==> config.mk <==
export PLATFORM = sky130hd
export DESIGN_NAME = alu_exec_stage
export DESIGN_NICKNAME = d
export VERILOG_FILES = /design/src/rtl/alu_pkg.sv /design/src/rtl/seq_multiplier.sv /design/src/rtl/alu_exec_stage.sv
export SDC_FILE = /design/constraint.sdc
export NUM_CORES = 1
export LEC_CHECK = 0
export BUFFER_PORTS_ARGS = -buffer_cell sky130_fd_sc_hd__buf_2
export CELL_PAD_IN_SITES_DETAIL_PLACEMENT = 0
export CELL_PAD_IN_SITES_GLOBAL_PLACEMENT = 1
export CORE_MARGIN = 1.5
export CORE_UTILIZATION = 47
export CTS_BUF_LIST = sky130_fd_sc_hd__clkbuf_8
export DETAILED_ROUTE_END_ITERATION = 10
export GPL_ROUTABILITY_DRIVEN = 0
export PLACE_DENSITY = 0.9
export SYNTH_ARGS = -nofsm -noshare
export SYNTH_HDL_FRONTEND = slang
export SYNTH_SLANG_ARGS = --single-unit
==> constraint.sdc <==
create_clock -name clock -period 4.8 [get_ports clock]
set_input_delay 0.48 -clock clock [delete_from_list [all_inputs] [get_ports clock]]
set_output_delay 0.48 -clock clock [all_outputs]
set_load 0.1 [all_outputs]
==> src/rtl/alu_pkg.sv <==
// Shared definitions for the execute/writeback stage: opcodes, FSM states and
// default datapath sizes.
package alu_pkg;

    localparam int unsigned DEFAULT_WIDTH      = 32;
    localparam int unsigned DEFAULT_REG_BITS   = 2;
    localparam int unsigned DEFAULT_MUL_CYCLES = 32;

    localparam logic [2:0] OP_ADD = 3'b000;
    localparam logic [2:0] OP_SUB = 3'b001;
    localparam logic [2:0] OP_AND = 3'b010;
    localparam logic [2:0] OP_OR  = 3'b011;
    localparam logic [2:0] OP_SLT = 3'b100;
    localparam logic [2:0] OP_SLL = 3'b101;
    localparam logic [2:0] OP_MUL = 3'b110;
    localparam logic [2:0] OP_NOP = 3'b111;

    typedef enum logic [1:0] {
        ST_IDLE = 2'd0,
        ST_MUL  = 2'd1,
        ST_WB   = 2'd2
    } stateT;

endpackage

==> src/rtl/seq_multiplier.sv <==
// Iterative shift-add multiplier: one partial product per cycle while run is high,
// done pulses on the last iteration with the final product presented combinationally.
module seq_multiplier #(
    parameter int unsigned WIDTH      = 32,
    parameter int unsigned MUL_CYCLES = 32
) (
    input  logic             clock,
    input  logic             reset,
    input  logic             start,
    input  logic             run,
    input  logic [WIDTH-1:0] multiplicandIn,
    input  logic [WIDTH-1:0] multiplierIn,
    output logic             done,
    output logic [WIDTH-1:0] product
);

    localparam int unsigned CNT_BITS = $clog2(MUL_CYCLES);
    localparam logic [CNT_BITS-1:0] LAST_COUNT = CNT_BITS'(MUL_CYCLES - 1);

    logic [WIDTH-1:0]    multiplicandQ;
    logic [WIDTH-1:0]    multiplierQ;
    logic [WIDTH-1:0]    accQ;
    logic [WIDTH-1:0]    accStep;
    logic [CNT_BITS-1:0] countQ;

    always_comb begin
        accStep = multiplierQ[0] ? accQ + multiplicandQ : accQ;
        done    = run && (countQ == LAST_COUNT);
        // Final product includes the partial product added on the last iteration.
        product = accStep;
    end

    always_ff @(posedge clock) begin
        if (!reset) begin
            multiplicandQ <= '0;
            multiplierQ   <= '0;
            accQ          <= '0;
            countQ        <= '0;
        end else if (start) begin
            multiplicandQ <= multiplicandIn;
            multiplierQ   <= multiplierIn;
            accQ          <= '0;
            countQ        <= '0;
        end else if (run) begin
            multiplicandQ <= multiplicandQ << 1;
            multiplierQ   <= multiplierQ >> 1;
            accQ          <= accStep;
            countQ        <= countQ + 1'b1;
        end
    end

endmodule

==> src/rtl/alu_exec_stage.sv <==
// Execute/writeback stage behind the 4x32 register file: single-cycle ALU ops or an
// iterative multiply, each producing exactly one registered write-port pulse.
module alu_exec_stage
    import alu_pkg::*;
#(
    parameter int unsigned WIDTH      = DEFAULT_WIDTH,
    parameter int unsigned REG_BITS   = DEFAULT_REG_BITS,
    parameter int unsigned MUL_CYCLES = DEFAULT_MUL_CYCLES
) (
    input  logic                clock,
    input  logic                reset,
    input  logic                inValid,
    output logic                inReady,
    input  logic [2:0]          op,
    input  logic [WIDTH-1:0]    operandA,
    input  logic [WIDTH-1:0]    operandB,
    input  logic [REG_BITS-1:0] destReg,
    output logic [WIDTH-1:0]    writeData,
    output logic [REG_BITS-1:0] writeReg,
    output logic                regWrite,
    output logic                busy
);

    stateT               stateQ, stateD;
    logic [REG_BITS-1:0] destQ, destD;
    logic [WIDTH-1:0]    writeDataD;
    logic [REG_BITS-1:0] writeRegD;
    logic                regWriteD;
    logic [WIDTH-1:0]    aluResult;
    logic                accept;
    logic                mulStart;
    logic                mulRun;
    logic                mulDone;
    logic [WIDTH-1:0]    mulProduct;

    assign inReady = (stateQ == ST_IDLE);
    assign busy    = (stateQ != ST_IDLE);
    assign accept  = inValid && inReady;
    assign mulRun  = (stateQ == ST_MUL);

    always_comb begin
        aluResult = '0;
        case (op)
            OP_ADD:  aluResult = operandA + operandB;
            OP_SUB:  aluResult = operandA - operandB;
            OP_AND:  aluResult = operandA & operandB;
            OP_OR:   aluResult = operandA | operandB;
            OP_SLT:  aluResult = WIDTH'($signed(operandA) < $signed(operandB));
            OP_SLL:  aluResult = operandA << operandB[4:0];
            default: aluResult = '0;
        endcase
    end

    seq_multiplier #(
        .WIDTH      (WIDTH),
        .MUL_CYCLES (MUL_CYCLES)
    ) u_mul (
        .clock          (clock),
        .reset          (reset),
        .start          (mulStart),
        .run            (mulRun),
        .multiplicandIn (operandA),
        .multiplierIn   (operandB),
        .done           (mulDone),
        .product        (mulProduct)
    );

    always_comb begin
        stateD     = stateQ;
        destD      = destQ;
        writeDataD = writeData;
        writeRegD  = writeReg;
        regWriteD  = 1'b0;
        mulStart   = 1'b0;
        case (stateQ)
            ST_IDLE: begin
                if (accept) begin
                    destD = destReg;
                    if (op == OP_MUL) begin
                        mulStart = 1'b1;
                        stateD   = ST_MUL;
                    end else if (op != OP_NOP) begin
                        writeDataD = aluResult;
                        writeRegD  = destReg;
                        regWriteD  = 1'b1;
                        stateD     = ST_WB;
                    end
                end
            end
            ST_MUL: begin
                if (mulDone) begin
                    writeDataD = mulProduct;
                    writeRegD  = destQ;
                    regWriteD  = 1'b1;
                    stateD     = ST_WB;
                end
            end
            ST_WB:   stateD = ST_IDLE;
            default: stateD = ST_IDLE;
        endcase
    end

    always_ff @(posedge clock) begin
        if (!reset) begin
            stateQ    <= ST_IDLE;
            destQ     <= '0;
            writeData <= '0;
            writeReg  <= '0;
            regWrite  <= 1'b0;
        end else begin
            stateQ    <= stateD;
            destQ     <= destD;
            writeData <= writeDataD;
            writeReg  <= writeRegD;
            regWrite  <= regWriteD;
        end
    end

endmodule

# == Word level (Yosys, flattened, before mapping) ==
# Index checks and enable logic that the tools add are counted.
# W data, S select, Z words.
# totals
wordCells,72
out_inout_bits,37
regBits,140
# op_classes
n_lt_le_gt_ge,1
addsub,4
n_reduce_logical,11
bitwise_logic,3
shifts,1
n_eq_ne,14
muxes,29
# op_table
operator,count
$mux W32,9
$pmux W32 S6,1
$add A32 B32 Y32,2
$pmux W32 S2,1
$and A32 B32 Y32,1
$lt A32 B32 Y1,1
$or A32 B32 Y32,1
$shl A32 B5 Y32,1
$sub A32 B32 Y32,1
$mux W2,8
$eq A3 B3 Y1 const B,3
$pmux W2 S2,2
$mux W1,7
$eq A3 B2 Y1 const B,2
$reduce_bool A2 Y1,3
$add A5 B1 Y5 const B,1
$eq A5 B5 Y1 const B,1
$reduce_and A5 Y1,1
$ne A2 B1 Y1 const B,2
$ne A2 B2 Y1 const B,2
$eq A3 B1 Y1 const B,1
$logic_not A3 Y1,1
$ne A3 B1 Y1 const B,1
$ne A3 B3 Y1 const B,1
8 further kinds,9

# == Depth between registers and ports, before layout ==
# logic_depth
ltp_word,6
mapped_depth,15

# == Cells and area by module ==
# Synthesis repeated with hierarchy kept, for this count alone.
# unflattened
cells_unflattened,2045
area_unflattened_um2,15015.7
# modules_own_cells
mod,area_per_inst_um2,cells_each,seq_area_each_um2,n_inst
alu_exec_stage,8490.6,1253,780.7,1
seq_multiplier,6525.0,792,2021.9,1

# == Worst setup path after synthesis ==
# No wires, ideal clock.
# synth_path
kind,input to register
start,input operandB[1]
end,register writeData[17]
required_time_ps,4725
cell_stages,14
t_arrival_ps,3744
setup_slack_ps,981
n_path_buf,3
cell_sequence,buf_2 inv_1 buf_2 clkbuf_1 ha_1 o21ba_2 or4_1 a2111oi_2 o31ai_1 or3_1 a21o_1 a21oi_1 o21ai_0 a31oi_1
# synth_via
elab_chain_len,6
word_cells_on_any_way,8
classes_between,add/sub (2); shift (1); mux (5)
# synth_rtl
element,line,source
"start, declared",alu_exec_stage.sv:16,"input logic [WIDTH-1:0] operandB,"
"$sub A32 B32 Y32, or another cell as far along",alu_exec_stage.sv:45,OP_SUB: aluResult = operandA - operandB;
$pmux W32 S6 (*),alu_exec_stage.sv:43,case (op)
$mux W32 (*),alu_exec_stage.sv:82,end else if (op != OP_NOP) begin
$mux W32 (*),alu_exec_stage.sv:79,if (op == OP_MUL) begin
$mux W32 (*),alu_exec_stage.sv:77,if (accept) begin
$pmux W32 S2 (*),alu_exec_stage.sv:75,case (stateQ)
"end signal, assigned",alu_exec_stage.sv:113,writeData <= writeDataD;
"end, declared",alu_exec_stage.sv:18,"output logic [WIDTH-1:0] writeData,"
# Every way passes the cells marked *; elsewhere a longest branch is shown, timed or not. The select of a mux whose other input is x is not followed.
# A chain may end at the register's enable or synchronous reset.

# == Final worst setup path ==
# layout_path
start,register u_mul.accQ[0]
end,register writeData[28]
# layout_via
elab_chain_len,4
# layout_rtl
element,line,source
"start, declared",seq_multiplier.sv:22,logic [WIDTH-1:0] accQ;
"start signal, assigned",seq_multiplier.sv:47,accQ <= accStep;
$add A32 B32 Y32,seq_multiplier.sv:27,accStep = multiplierQ[0] ? accQ + multiplicandQ : accQ;
$mux W32,seq_multiplier.sv:27,
$mux W32,alu_exec_stage.sv:91,if (mulDone) begin
$pmux W32 S2,alu_exec_stage.sv:75,
# Every way passes these cells. The select of a mux whose other input is x is not followed.

==> results.txt <==
status = completed
most frequent cells in the layout = nand2_1, a21oi_1, dfxtp_1
fin nets = 2186
Detailed Place HPWL = 40290 um
DRT antenna net count = 0
TritonCTS Buffers = 17
Skew-Pair Late Insertion Delay = 0.48 ns
worst reg2reg endpoint = writeData[28]
max-capacitance violation count = 0
clock root cell = clkbuf_8
largest net degree at the start of global routing = 67
final slew viol count = 0
pwr dens = 232.7 nW/um^2
Vias/cell = 6.532
Final Power = 3.637 mW
clock-pin slew on the worst setup and hold paths = 0.09 ns
num rows = 64
worst hold path depth = 3
DR pass1 iterations = 7
RSZ-0062 raised after global routing = no
final worst-path setup slack = 0.8939 ns
CTS Sinks = 140
CP startpoint = u_mul.accQ[0]
area delta synth->final = 7.998%
setup slack after placement = 0.7975 ns
Critical Path AT = 4.27 ns
Mapped Area = 14470 um^2
Via Count = 15552
CTS tree = built
die width = 178.5 um
Diodes inserted = 0
buffer count from post-CTS setup fixing = 0
initial antenna violation count = 0
worst endpoint required time = 5.16 ns
GRT overflow = 0
first-pass GRT wire length = 82080 um
DRT iter0 DRCs = 2087
register area share after synthesis = 19.37%
Buffers on Ports = 108
Worst Max-Slew Pin Slew = 1.252 ns
Post-route DRC = 0
Fmax = 256.0 MHz
H-Tree Depth = 4
yosys warns = 0
GRT Total Usage = 33.37%
Crit. End Element = flip-flop
Post-CTS Resized = 0
final hold viol count = 0
final setup fails = 0
share of layout cells above drive strength 1 = 11.94%
Max Fanout on Critical Path = 10
total core area = 30430 um^2
main flop type after synthesis = dfxtp_1
vias in the first global route = 14344
Worst setup endpoint = writeData[28]
flops & latches, synth = 140
CTS Buffer Depth = 2
Reg2Reg Depth = 13
Synthesized Nets = 2166
die area = 31850 um^2
post-layout min period = 3.906 ns
Post-synth EDFFs = 0
worst clock skew = 0.01946 ns
Starting Density = 47.55%
worst rel slew slack = 15.78%
asr flop ratio synth = 0%
Crit Reg-Reg Startpoint = u_mul.accQ[0]
crit start category = flip-flop
syn_area_per_cell = 7.405 um^2
period utilisation layout = 81.38%
Total Wirelength = 53410 um
Crit Path Category = reg2reg
synth unique cells = 82
Top-Level Pins = 109
hold_buf cts = 0
Wirelength per Cell = 22.43 um
Setup Total Neg Slack = 0 ns
Hold Crit Class = in2reg
flop-to-flop setup slack = 0.89 ns
commonest non-fill, non-tap cell in the layout = nand2_1
Leak = 6.856 nW
Synth Instances = 1954
hold path start = destReg[1]
worst vdd ir = 0.1495 mV
Die Y = 178.5 um
-- Yosys cell counts (17+ instances only) --
master	n	share of area, %
a211oi_1	24	1.2
a21boi_0	40	2.1
a21o_1	20	1.0
a21oi_1	170	5.9
a22oi_1	32	1.7
a31oi_1	26	1.1
clkbuf_1	112	2.9
dfxtp_1	140	19
ha_1	137	12
inv_1	111	2.9
mux2_2	18	1.4
mux2i_1	52	3.6
mux4_2	17	2.6
nand2_1	277	7.2
nand3_1	70	2.4
nand4_1	18	0.78
nor2_1	125	3.2
nor2b_1	17	0.73
nor3_1	33	1.1
o211a_1	40	2.8
o211ai_1	26	1.3
o21ai_0	108	3.7
o221ai_1	22	1.3
o31ai_1	22	1.1
xnor2_1	28	1.7
xor2_1	17	1.0
-- critical path: stages (launching register included) --
cell and delay (ns):
dfxtp_1 0.37, ha_1 0.21, inv_1 0.06, fa_1 0.41, nor2b_1 0.17, o31a_1 0.19, o2111ai_1 0.19, a2111oi_2 0.54
o22ai_4 0.23, o31ai_1 0.29, nand3_1 0.16, a2111oi_0 0.66, buf_4 0.23, o21ai_0 0.07
-- state kept, by name (all words and copies together) (netlist names) --
| register | cells |
|---|---|
| u_mul.accQ | 32 |
| u_mul.multiplierQ | 32 |
| destQ | 2 |
| regWrite | 1 |
| stateQ | 2 |
| writeData | 32 |
| u_mul.multiplicandQ | 32 |
| writeReg | 2 |
| u_mul.countQ | 5 |
-- layout make-up --
class	count	area [um^2]
Clock buffer	17	234.0
Clock inverter	13	166.4
Fill cell	3018	14800
Inverter	111	416.7
Multi-Input combinational cell	1563	10710
Sequential cell	140	2803
Tap cell	396	495.5
Timing Repair Buffer	141	803.3
-- layer usage --
layer  GRT usage, %  vias up  wire length [um]  share of wire, %
met1          44.19     7268             22070                41
met4          14.79        0              2618               4.9
met2          51.39      939             23010                43
met3          7.801      175              5712                11
met5              0        -                 0                 0
li1               -     7170                 -                 -
-- through the flow --
stage | area (um^2) | instances | hold slack, ns | util [%]
finish | 15630 | 2381 | 0.2719 | 51.36
global route | 15630 | 2381 | 0.2756 | 51.36
CTS | 15630 | 2381 | 0.2611 | 51.36
detailed placement | 15230 | 2351 | 0.4582 | 50.04
global placement | 15230 | 2351 | 0.4476 | 50.04
floorplan | 14470 | 1954 | 0.4406 | -
-- cells by family (layout without fill, tap and decap cells) --
| logic type | after synthesis | after routing | share of synthesized area, % |
|---|---|---|---|
| AND/OR/NAND/NOR | 634 | 634 | 19.98 |
| AO/OA/AOI/OAI | 656 | 656 | 31.05 |
| XOR/XNOR | 45 | 45 | 2.724 |
| flip-flops | 140 | 140 | 19.37 |
| adder cells (fa/ha/maj) | 140 | 140 | 12.26 |
| buffers and inverters | 251 | 282 | 6.866 |
| multiplexers | 88 | 88 | 7.747 |
-- power breakdown --
group	total (mW)	internal (mW)	switching [mW]
combinational	1.33	0.403	0.926
sequential	1.24	1.20	0.0363
clock	1.07	0.513	0.554
-- how the worst min path moves through the flow --
stage | to
after global routing | destQ[0]
after CTS | destQ[0]
after detailed placement | destQ[1]
after floorplan | u_mul.countQ[4]
final | destQ[1]
after global placement | u_mul.countQ[4]
(Power assumes the default switching activity.)
